[config.mk]
export PLATFORM = sky130hd
export DESIGN_NAME = tt_logic_engine
export DESIGN_NICKNAME = d
export VERILOG_FILES = /design/src/rtl/tt_logic_pkg.sv /design/src/rtl/tt_shift_loader.sv /design/src/rtl/tt_logic_engine.sv
export SDC_FILE = /design/constraint.sdc
export NUM_CORES = 1
export LEC_CHECK = 0
export BUFFER_PORTS_ARGS = -buffer_cell sky130_fd_sc_hd__buf_2
export CELL_PAD_IN_SITES_DETAIL_PLACEMENT = 1
export CELL_PAD_IN_SITES_GLOBAL_PLACEMENT = 2
export CORE_MARGIN = 5
export CORE_UTILIZATION = 40
export DETAILED_ROUTE_END_ITERATION = 7
export GPL_TIMING_DRIVEN = 0
export PLACE_DENSITY_LB_ADDON = 0.2
export REMOVE_ABC_BUFFERS = 1
export SYNTH_ARGS = -nofsm -noshare
export SYNTH_HDL_FRONTEND = slang
export SYNTH_SLANG_ARGS = --single-unit
[constraint.sdc]
create_clock -name clk -period 2.3 [get_ports clk]
set_clock_uncertainty 0.2 [all_clocks]
set_input_delay 0.115 -clock clk [delete_from_list [all_inputs] [get_ports clk]]
set_output_delay 0.115 -clock clk [all_outputs]
set_load 0.05 [all_outputs]
[src/rtl/tt_logic_pkg.sv]
// Shared types and helpers for the truth-table logic engine.
package tt_logic_pkg;

  typedef enum logic {
    RUN  = 1'b0,
    LOAD = 1'b1
  } state_t;

  function automatic int tt_width(input int n);
    return 1 << n;
  endfunction

endpackage

[src/rtl/tt_shift_loader.sv]
// Serial truth-table loader: shadow shift register, bit counter and optional parity check.
// Optional feature macro: TT_LOGIC_ENGINE_PARITY_EN (expects a trailing even-parity bit).
module tt_shift_loader
  import tt_logic_pkg::*;
#(
  parameter int N_IN = 4
) (
  input  logic                        clk,
  input  logic                        rst_n,
  input  logic                        start,
  input  logic                        active,
  input  logic                        cfg_valid,
  input  logic                        cfg_bit,
  output logic [tt_width(N_IN)-1:0]   shadow,
  output logic                        done,
  output logic                        commit,
  output logic                        err
);

  localparam int W = tt_width(N_IN);
  localparam logic [N_IN:0] W_CNT = (N_IN+1)'(W);
`ifdef TT_LOGIC_ENGINE_PARITY_EN
  localparam logic [N_IN:0] LAST = (N_IN+1)'(W);
`else
  localparam logic [N_IN:0] LAST = (N_IN+1)'(W - 1);
`endif

  logic [N_IN:0] cnt;
  logic          take;
  logic          last;
  logic          table_bit;
  logic          ok;

  // The counter parks one past LAST, so stray strobes during the done cycle are ignored.
  assign take      = active && cfg_valid && (cnt <= LAST);
  assign last      = take && (cnt == LAST);
  assign table_bit = take && (cnt < W_CNT);

`ifdef TT_LOGIC_ENGINE_PARITY_EN
  logic par;
  logic err_q;

  assign ok  = (cfg_bit == par);
  assign err = err_q;

  always_ff @(posedge clk or negedge rst_n) begin
    if (!rst_n) begin
      par   <= 1'b0;
      err_q <= 1'b0;
    end else if (start) begin
      par   <= 1'b0;
      err_q <= 1'b0;
    end else begin
      if (table_bit) par <= par ^ cfg_bit;
      if (last && !ok) err_q <= 1'b1;
    end
  end
`else
  assign ok  = 1'b1;
  assign err = 1'b0;
`endif

  always_ff @(posedge clk or negedge rst_n) begin
    if (!rst_n) begin
      cnt    <= '0;
      shadow <= '0;
      done   <= 1'b0;
      commit <= 1'b0;
    end else begin
      done   <= last;
      commit <= last && ok;
      if (start) begin
        cnt    <= '0;
        shadow <= '0;
      end else begin
        if (take) cnt <= cnt + 1'b1;
        // Right shift so the first bit received lands at table index 0.
        if (table_bit) shadow <= {cfg_bit, shadow[W-1:1]};
      end
    end
  end

endmodule

[src/rtl/tt_logic_engine.sv]
// Truth-table logic engine: evaluates in_vec against a reloadable table with a valid/ready output stage.
// Optional feature macro: TT_LOGIC_ENGINE_PARITY_EN (parity-checked table loads, see tt_shift_loader).
module tt_logic_engine
  import tt_logic_pkg::*;
#(
  parameter int                        N_IN       = 4,
  parameter logic [tt_width(N_IN)-1:0] TT_DEFAULT = 16'h0760
) (
  input  logic            clk,
  input  logic            rst_n,
  input  logic            cfg_start,
  input  logic            cfg_valid,
  input  logic            cfg_bit,
  output logic            cfg_done,
  output logic            cfg_err,
  input  logic            in_valid,
  output logic            in_ready,
  input  logic [N_IN-1:0] in_vec,
  output logic            out_valid,
  input  logic            out_ready,
  output logic            out_bit,
  output logic            busy
);

  localparam int W = tt_width(N_IN);

  state_t         state;
  logic [W-1:0]   tt_q;
  logic [W-1:0]   shadow;
  logic           commit;
  logic           load_start;
  logic           accept;

  assign in_ready   = (state == RUN) && (!out_valid || out_ready);
  assign accept     = in_valid && in_ready;
  assign load_start = cfg_start && (state == RUN);

  tt_shift_loader #(.N_IN(N_IN)) u_loader (
    .clk       (clk),
    .rst_n     (rst_n),
    .start     (load_start),
    .active    (state == LOAD),
    .cfg_valid (cfg_valid),
    .cfg_bit   (cfg_bit),
    .shadow    (shadow),
    .done      (cfg_done),
    .commit    (commit),
    .err       (cfg_err)
  );

  always_ff @(posedge clk or negedge rst_n) begin
    if (!rst_n) begin
      state     <= RUN;
      busy      <= 1'b0;
      tt_q      <= TT_DEFAULT;
      out_valid <= 1'b0;
      out_bit   <= 1'b0;
    end else begin
      case (state)
        RUN: if (cfg_start) begin
          state <= LOAD;
          busy  <= 1'b1;
        end
        LOAD: if (cfg_done) begin
          state <= RUN;
          busy  <= 1'b0;
        end
        default: begin
          state <= RUN;
          busy  <= 1'b0;
        end
      endcase
      if (commit) tt_q <= shadow;
      // An accept coinciding with cfg_start still sees the old table.
      if (accept) begin
        out_valid <= 1'b1;
        out_bit   <= tt_q[in_vec];
      end else if (out_ready) begin
        out_valid <= 1'b0;
      end
    end
  end

endmodule

# After elaboration in Yosys (flattened, before gate mapping)
# Cells that the tools add are included.
# Widths: inputs -> output; s select.
# word_totals
in_bits	11
output_inout_bits	6
reg_bits	42
# op_classes
n_lt_le_gt_ge	3
mux	14
reduce_logical	13
addsub	1
bitwise_logic	1
eq_ne	3
# op_table
cell	n
$mux 16	2
$mux 5	2
$logic_and 1x1->1	7
$mux 1	7
$reduce_bool 2->1	3
$add 5x1->5 const B	1
$eq 5x4->1 const B	1
$le 5x4->1 const B	1
$lt 4x5->1 const B	1
$lt 5x5->1 const B	1
$bmux 1 s4	1
$pmux 1 s2	2
$ne 2x1->1 const B	1
$ne 2x2->1 const B	1
$reduce_and 2->1	1
$logic_not 1->1	1
$logic_or 1x1->1	1
$not 1->1	1

# Longest topological paths before layout
# Gate-level depths: netlist (run 1).
# logic_depth
depth_word	5
depth_mapped	8
ltp_nobuf	8

# By module
# A second synthesis (run 1) with hierarchy kept.
# hier_totals
cells_unflattened	158
hier_area_um2	2040.7
# modules_own_cells
module	instances	cells_per_inst	seq_area_each_um2	area_each_um2
tt_shift_loader	1	93	550.5	1107.3
tt_logic_engine	1	65	506.7	933.4

# Worst setup path before layout (run 1)
# No wires, ideal clock.
# synth_path
path_type	register to register
startpoint	reg u_loader.cnt[0]
endpoint	reg u_loader.shadow[10]
setup_time_ns	0.132
arrival_time_ns	1.677
setup_slack_ns	0.291
path_buffers	1
path_stages_with_launch	8
cell_sequence	dfrtp_1 > ha_1 > and3_1 > ha_1 > o21ai_4 > buf_6 > mux2i_1 > nor2_1
# synth_between
elab_chain_len	4
# synth_rtl
item	line	text
start, declared	tt_shift_loader.sv:28	logic [N_IN:0] cnt;
start signal, assigned	tt_shift_loader.sv:76	if (take) cnt <= cnt + 1'b1;
$le 5x4->1	tt_shift_loader.sv:35	assign take = active && cfg_valid && (cnt <= LAST);
$logic_and 1x1->1	tt_shift_loader.sv:35	
$logic_and 1x1->1 *	tt_shift_loader.sv:37	assign table_bit = take && (cnt < W_CNT);
$reduce_bool 2->1 (no line) *	-	
end signal, assigned	tt_shift_loader.sv:78	if (table_bit) shadow <= {cfg_bit, shadow[W-1:1]};
end, declared	tt_shift_loader.sv:14	output logic [tt_width(N_IN)-1:0] shadow,
# Mark *: on every way between the ends. The rest lies on a longest branch, timed or not.
# A chain may end at the register's enable or synchronous reset.

# Final worst setup path (run 1)
# layout_path
startpoint	reg u_loader.cnt[0]
endpoint	reg u_loader.cnt[1]
# layout_between
elab_chain_len	3
# layout_rtl
item	line
$add 5x1->5 or $le 5x4->1 (tied branches)	tt_shift_loader.sv:76, tt_shift_loader.sv:35
$mux 5 or $logic_and 1x1->1 (tied branches)	tt_shift_loader.sv:76, tt_shift_loader.sv:35
$mux 5 or $reduce_bool 2->1 (tied branches)	-
# Parallel ways exist; a longest one is shown, timed or not. The select of a mux whose other input is x is not followed.

==> impl_metrics.json, run 1 <==
{
  "status": "finished, final reports clean",
  "worstSetupStartpointType": "flop",
  "dr.pass1.iters": 2,
  "antenna_found_initial": 0,
  "grt_overflow_total": 0,
  "htreeDepth": 2,
  "reg2reg_to": "u_loader.cnt[1]",
  "power_frac_seq_pct": 52.2,
  "intPower_mw": 1.55,
  "yosysMostFrequentCell": "dfrtp_1",
  "hold_depth": 3,
  "gp_congestion": 0.727,
  "first_global_vias": 1261,
  "yosys.area.top_type": "dfrtp_1",
  "power_mw": 2.27,
  "cp-startpoint": "u_loader.cnt[0]",
  "clk_pin_slew_ns": 0.07,
  "synth_common_cells": "37 x dfrtp_1, 23 x nor2_1, 18 x mux2i_1",
  "io_pins": 17,
  "muxShareOfSynthArea_pct": 22.0,
  "grt_max_degree": 43,
  "synthTopCellsByArea": "dfrtp_1 49%, mux2_2 10%, mux2i_1 9.5%",
  "drc": 0,
  "syn_area_um2": 1900,
  "max_clock_freq_ghz": 0.468,
  "ys_types": 37,
  "p_leak_nw": 1.15,
  "ys_ff_latch": 42,
  "fp.dieArea_um2": 6220,
  "clk_latency_ns": 0.29,
  "path_delay_family": "adder cells",
  "swShare_pct": 31.7,
  "synthAdderAreaFrac_pct": 1.32,
  "reg2reg_slack_ns": 0.16,
  "switchingPower_mw": 0.718,
  "p_per_area_nw_per_um2": 1030,
  "fp-row-count": 25,
  "cp-end-kind": "flop",
  "worst-path-buf-inv": 1,
  "pwr-share-clk_pct": 21.0,
  "synth_top_area_share_pct": 48.8,
  "fin_crit_sh_pct": 92.9,
  "maxCapViolations": 0,
  "area_delta_synth_final_pct": 15.6,
  "syn_inst": 148,
  "setup_ws_ns": 0.162,
  "drt_wl_total_um": 3570,
  "numCtsBuffers": 5,
  "port-buffer-count": 15,
  "clock-root-buffer": "clkbuf_8",
  "rsz0062_at_grt": "no",
  "r2r-start": "u_loader.cnt[0]",
  "holdCritPathClass": "input pin to flop",
  "setup-violations-final": 0,
  "die_h_um": 78.9,
  "slew_viol_final": 0,
  "synth_compound_area_share_pct": 6.66,
  "post-place-ws_ns": -0.103,
  "worstPathArrival_ns": 2.08,
  "via_per_inst": 5.23,
  "vias": 1182,
  "ant_nets": 0,
  "cp_slowest_cell": "dfrtp_1",
  "die_w_um": 78.9,
  "worstPathRequired_ns": 2.25,
  "worstRegToRegCells": 8,
  "crit_chain": "ha_1 > and3_1 > ha_1 > nand3_1 > inv_1 > a21oi_4 > mux2i_1 > nor2_1",
  "tightest_slew_ns": 0.912,
  "grt_pass1_wl_um": 6100,
  "grt_usage_pct": 12.8,
  "min_from": "in_valid",
  "start_util_pct": 40.7,
  "relSlewSlack_pct": 39.2,
  "wl_per_cell_um": 15.8,
  "synth_ff_type": "dfrtp_1",
  "drt_iter0_drc": 27,
  "synth_xor_xnor_area_share_pct": 0.462,
  "drive_above_1_share_pct": 31.4,
  "core-area_um2": 4660,
  "hold_violations": 0,
  "synth_top_family_by_area": "multiplexers",
  "clockBufferDepth": 2,
  "whs_endpoint": "out_bit",
  "worstPathMaxFanout": 6,
  "diodes": 0,
  "synth_edf_count": 0,
  "p_comb_share_pct": 26.7,
  "async_reset_ff_share_pct": 100,
  "yosys_warnings": 0,
  "synth_area_per_cell_um2": 12.8,
  "seq_area_frac_synth_pct": 55.7,
  "dp_hpwl_um": 2500,
  "cts_tree": "done",
  "nets": 184,
  "yosys.area_share.simple_pct": 10.4,
  "cts.sinks": 42,
  "slowest_delay_ns": 0.43,
  "critical_path_class": "flop to flop",
  "irDropWorstVdd_uv": 457,
  "crit_top_cell": "ha_1",
  "finalCriticalPeriod_ns": 2.14
}
==> tightest hold or removal path: stages <==
cell	delay (ns)
buf_2	0.10
nand3b_1	0.15
a211o_1	0.14
==> through the flow <==
| step | cell area [um2] | TNS [ns] | utilization, % | instances | hold WS [ns] |
|---|---|---|---|---|---|
| after floorplan | 1850 | 0 | - | 141 | -0.381 |
| after global placement | 1990 | -0.252 | 42.8 | 210 | 0.0913 |
| after detailed placement | 2000 | -0.575 | 42.8 | 210 | 0.107 |
| after CTS | 2190 | 0 | 46.9 | 226 | 0.0411 |
| after global routing | 2190 | 0 | 47.1 | 226 | 0.0772 |
| final | 2190 | 0 | 47.1 | 226 | 0.0545 |
==> what timing repair did <==
item	CTS	global route
pin swaps	1	0
hold buffers	6	0
gates resized for setup	0	1
setup endpoints to repair	16	1
hold endpoints to repair	42	0
buffers inserted	2	0
==> power groups by stage <==
stage	registers [mW]	logic, mW	clock network [mW]
global route	1.22	0.684	0.528
finish	1.18	0.606	0.477
CTS	1.18	0.613	0.499
detailed placement	1.20	0.571	0
global placement	1.18	0.536	0
floorplan	1.19	0.398	0
==> registers in the layout, summed over array words and instances, names as in the netlist <==
register / cells
busy: 1
u_loader.shadow: 16
out_valid: 1
u_loader.done: 1
tt_q: 16
out_bit: 1
state: 1
u_loader.cnt: 5
==> cell type report <==
cell class | count | area (um2)
Clock buffer | 8 | 90.1
Fill cell | 483 | 2470
Sequential cell | 42 | 1060
Tap cell | 54 | 67.6
Timing Repair Buffer | 23 | 175
Multi-Input combinational cell | 95 | 788
Inverter | 4 | 15.0
==> per-layer routing <==
metal | GRT usage [%] | up-vias | routed length (um)
met5 | 0 | - | 0
met2 | 20.6 | 18 | 1730
met3 | 3.97 | 8 | 153
met1 | 15.6 | 598 | 1620
met4 | 6.19 | 0 | 69
li1 | - | 558 | -
==> placed cells by master (no fill, tap or decap), types with 2 or more instances in the layout <==
cell           synthesis  layout
inv_1                  4       4
ha_1                   2       2
dfrtp_1               37      37
clkbuf_1               3       2
buf_12                 0       2
nand2b_1               2       2
mux2i_1               18      18
o21ai_0                3       3
nor4_1                 2       2
clkbuf_8               0       6
buf_2                  1      15
dlygate4sd3_1          0       6
nor2_1                23      23
nand3_1                2       2
mux4_2                 2       2
mux2_2                17      17
a21oi_1                2       2
nor2b_1                3       2
dfstp_2                5       5
==> cells by family (layout without fill, tap and decap cells) <==
logic type / after synthesis / in the layout
fa+ha+maj: 2 / 2
compound gates: 14 / 14
flops: 42 / 42
buf+inv: 11 / 35
mux: 37 / 37
other cells: 1 / 1
simple gates: 40 / 40
xor+xnor: 1 / 1
==> worst max path at each step <==
| stage | endpoint | slack [ns] | cells past startpoint |
|---|---|---|---|
| 3_5_place_dp | u_loader.shadow[11] | -0.10 | 6 |
| 3_3_place_gp | u_loader.shadow[8] | -0.02 | 6 |
| 2_1_floorplan | u_loader.shadow[0] | 0.21 | 6 |
| 4_1_cts | u_loader.cnt[1] | 0.10 | 8 |
| 5_1_grt | u_loader.cnt[1] | 0.008 | 8 |
| 6_report | u_loader.cnt[1] | 0.16 | 8 |
No activity file was read; power rests on OpenSTA's default activity.
==> run 2, diff against run 1 <==
--- a/config.mk
+++ b/config.mk
@@ -5,11 +5,11 @@
 export SDC_FILE = /design/constraint.sdc
 export NUM_CORES = 1
 export LEC_CHECK = 0
-export BUFFER_PORTS_ARGS = -buffer_cell sky130_fd_sc_hd__buf_2
+export BUFFER_PORTS_ARGS = -buffer_cell sky130_fd_sc_hd__buf_4
 export CELL_PAD_IN_SITES_DETAIL_PLACEMENT = 1
 export CELL_PAD_IN_SITES_GLOBAL_PLACEMENT = 2
 export CORE_MARGIN = 5
-export CORE_UTILIZATION = 40
+export CORE_UTILIZATION = 30
 export DETAILED_ROUTE_END_ITERATION = 7
 export GPL_TIMING_DRIVEN = 0
 export PLACE_DENSITY_LB_ADDON = 0.2
==> run 2 against run 1 <==
Against the previous run:
- non-clock buffer count shrank 2
- utilization is 11 points lower
- first-iteration DRC count up 7.4%
- clock power up 3%
- maximum frequency up 1.7%
- sequential power hardly changed
- critical path depth unchanged
- global-route usage down 1.8 points
- worst setup slack better by 0.036 ns
- worst hold slack worse by 0.050 ns
- highest routed layer unchanged
==> impl_metrics.json, run 2 (synthesis results as in run 1) <==
{
  "dr.pass1.iters": 4,
  "top_usage_layer": "met2",
  "cts.sinks": 42,
  "drt_iter0_drc": 29,
  "clockBufferDepth": 2,
  "vias": 1186,
  "irDropWorstVdd_uv": 373,
  "die_w_um": 89.5,
  "core-area_um2": 6240,
  "met1_usage_pct": 14.0,
  "hold_depth": 3,
  "tightest_slew_ns": 0.951,
  "grt_overflow_total": 0,
  "max_clock_freq_ghz": 0.476,
  "final_common_cell": "dfrtp_1",
  "drive_above_1_share_pct": 31.8,
  "cp-end-kind": "flop",
  "nets": 182,
  "gp_congestion": 0.741,
  "drc": 0,
  "fin_tns_setup_ns": 0,
  "final_cell_area_um2": 2230,
  "port-buffer-count": 15,
  "layout_common_cells": "37 x dfrtp_1, 23 x nor2_1, 18 x mux2i_1, 17 x mux2_2, 15 x buf_4",
  "p_per_area_nw_per_um2": 1020,
  "first_global_vias": 1369,
  "ant_nets": 0,
  "dp.cells": 233,
  "io_pins": 17,
  "whs_ns": 0.00467,
  "via_per_inst": 4.80,
  "grt_usage_pct": 11.1,
  "relSlewSlack_pct": 36.3,
  "holdCritPathClass": "input pin to flop",
  "worstPathRequired_ns": 2.25,
  "cts_tree": "done",
  "status": "finished, final reports clean",
  "slew_viol_final": 0,
  "maxCapViolations": 0,
  "diodes": 0,
  "reg_top3": "tt_q (16), u_loader.shadow (16), u_loader.cnt (5)",
  "finalCriticalPeriod_ns": 2.10,
  "clock-root-buffer": "clkbuf_8",
  "worstSetupStartpointType": "flop",
  "fp-row-count": 29,
  "area_delta_synth_final_pct": 17.6,
  "drt_wl_total_um": 3810,
  "grt_max_degree": 43,
  "clk_pin_slew_ns": 0.08,
  "worstRegToRegCells": 8,
  "start_util_pct": 30.4,
  "worstPathMaxFanout": 6,
  "htreeDepth": 2,
  "grt_util_met2_pct": 17.7,
  "setup_ws_ns": 0.199,
  "use_met3_pct": 2.49,
  "antenna_found_initial": 0,
  "worstPathArrival_ns": 2.05,
  "p_leak_nw": 1.15,
  "hold_violations": 0,
  "setup-violations-final": 0,
  "wl_per_cell_um": 15.4,
  "rsz0062_at_grt": "no",
  "die_h_um": 89.5,
  "placement.cell_area_um2": 2060,
  "numCtsBuffers": 5,
  "critical_path_class": "flop to flop",
  "fin_crit_sh_pct": 91.4,
  "post-place-ws_ns": -0.0722,
  "instances_no_fill": 247,
  "clk_latency_ns": 0.30,
  "dp_hpwl_um": 2530,
  "grt_pass1_wl_um": 6560,
  "fp.dieArea_um2": 8010
}
==> run 2: stage by stage <==
step                      total power, mW  utilization, %
after floorplan                      1.59               -
after global placement               1.74            33.0
after detailed placement             1.78            33.0
after CTS                            2.30            35.6
after global routing                 2.44            35.7
final                                2.27            35.7
==> run 2: where the power goes <==
group	total (mW)	internal, mW	switching, mW	leakage (nW)
Sequential	1.18	1.00	0.180	0.522
Combinational	0.596	0.302	0.293	0.575
Clock	0.490	0.242	0.248	0.0482
==> run 2: path summary, 6_finish.rpt <==
kind | from | end | slack, ns
worst max-delay path | u_loader.cnt[0] | u_loader.cnt[1] | 0.20
worst min-delay path | in_valid | out_valid | 0.005
worst max register to register | u_loader.cnt[0] | u_loader.cnt[1] | 0.20
worst min register to register | out_bit | out_bit | 0.31
max in group asynchronous | rst_n | tt_q[5] | 1.38
min in group asynchronous | rst_n | tt_q[12] | 0.14
==> run 2: repair_timing <==
action | in CTS | in global routing
hold buffers | 5 | 0
hold endpoints to repair | 47 | 0
gates cloned | 0 | 0
pin swaps | 1 | 0
buffers inserted | 1 | 0
resized for setup | 0 | 1
setup endpoints to repair | 16 | 1
==> run 2: per-layer routing <==
metal  up-vias  share of wire [%]  routed length, um
li1        555                  -                  -
met1       605                 45               1730
met2        19                 49               1880
met3         7                3.8                144
met4         0                1.5                 58
met5         -                  0                  0
==> run 2: worst max-delay path, stage by stage (launching register included) <==
cell and delay, ns:
dfrtp_1 0.42, ha_1 0.22, and3_1 0.17, ha_1 0.23, nand3_1 0.13, inv_1 0.11
a21oi_4 0.21, mux2i_1 0.22, nor2_1 0.06
==> run 2: final cells by class <==
cell class	instances	area (um2)
multi-input combinational	95	788
clock buffer	7	86.3
fill	698	4010
sequential	42	1060
inverter	4	15.0
tap	77	96.3
timing repair buffer	21	183
clock inverter	1	5.00
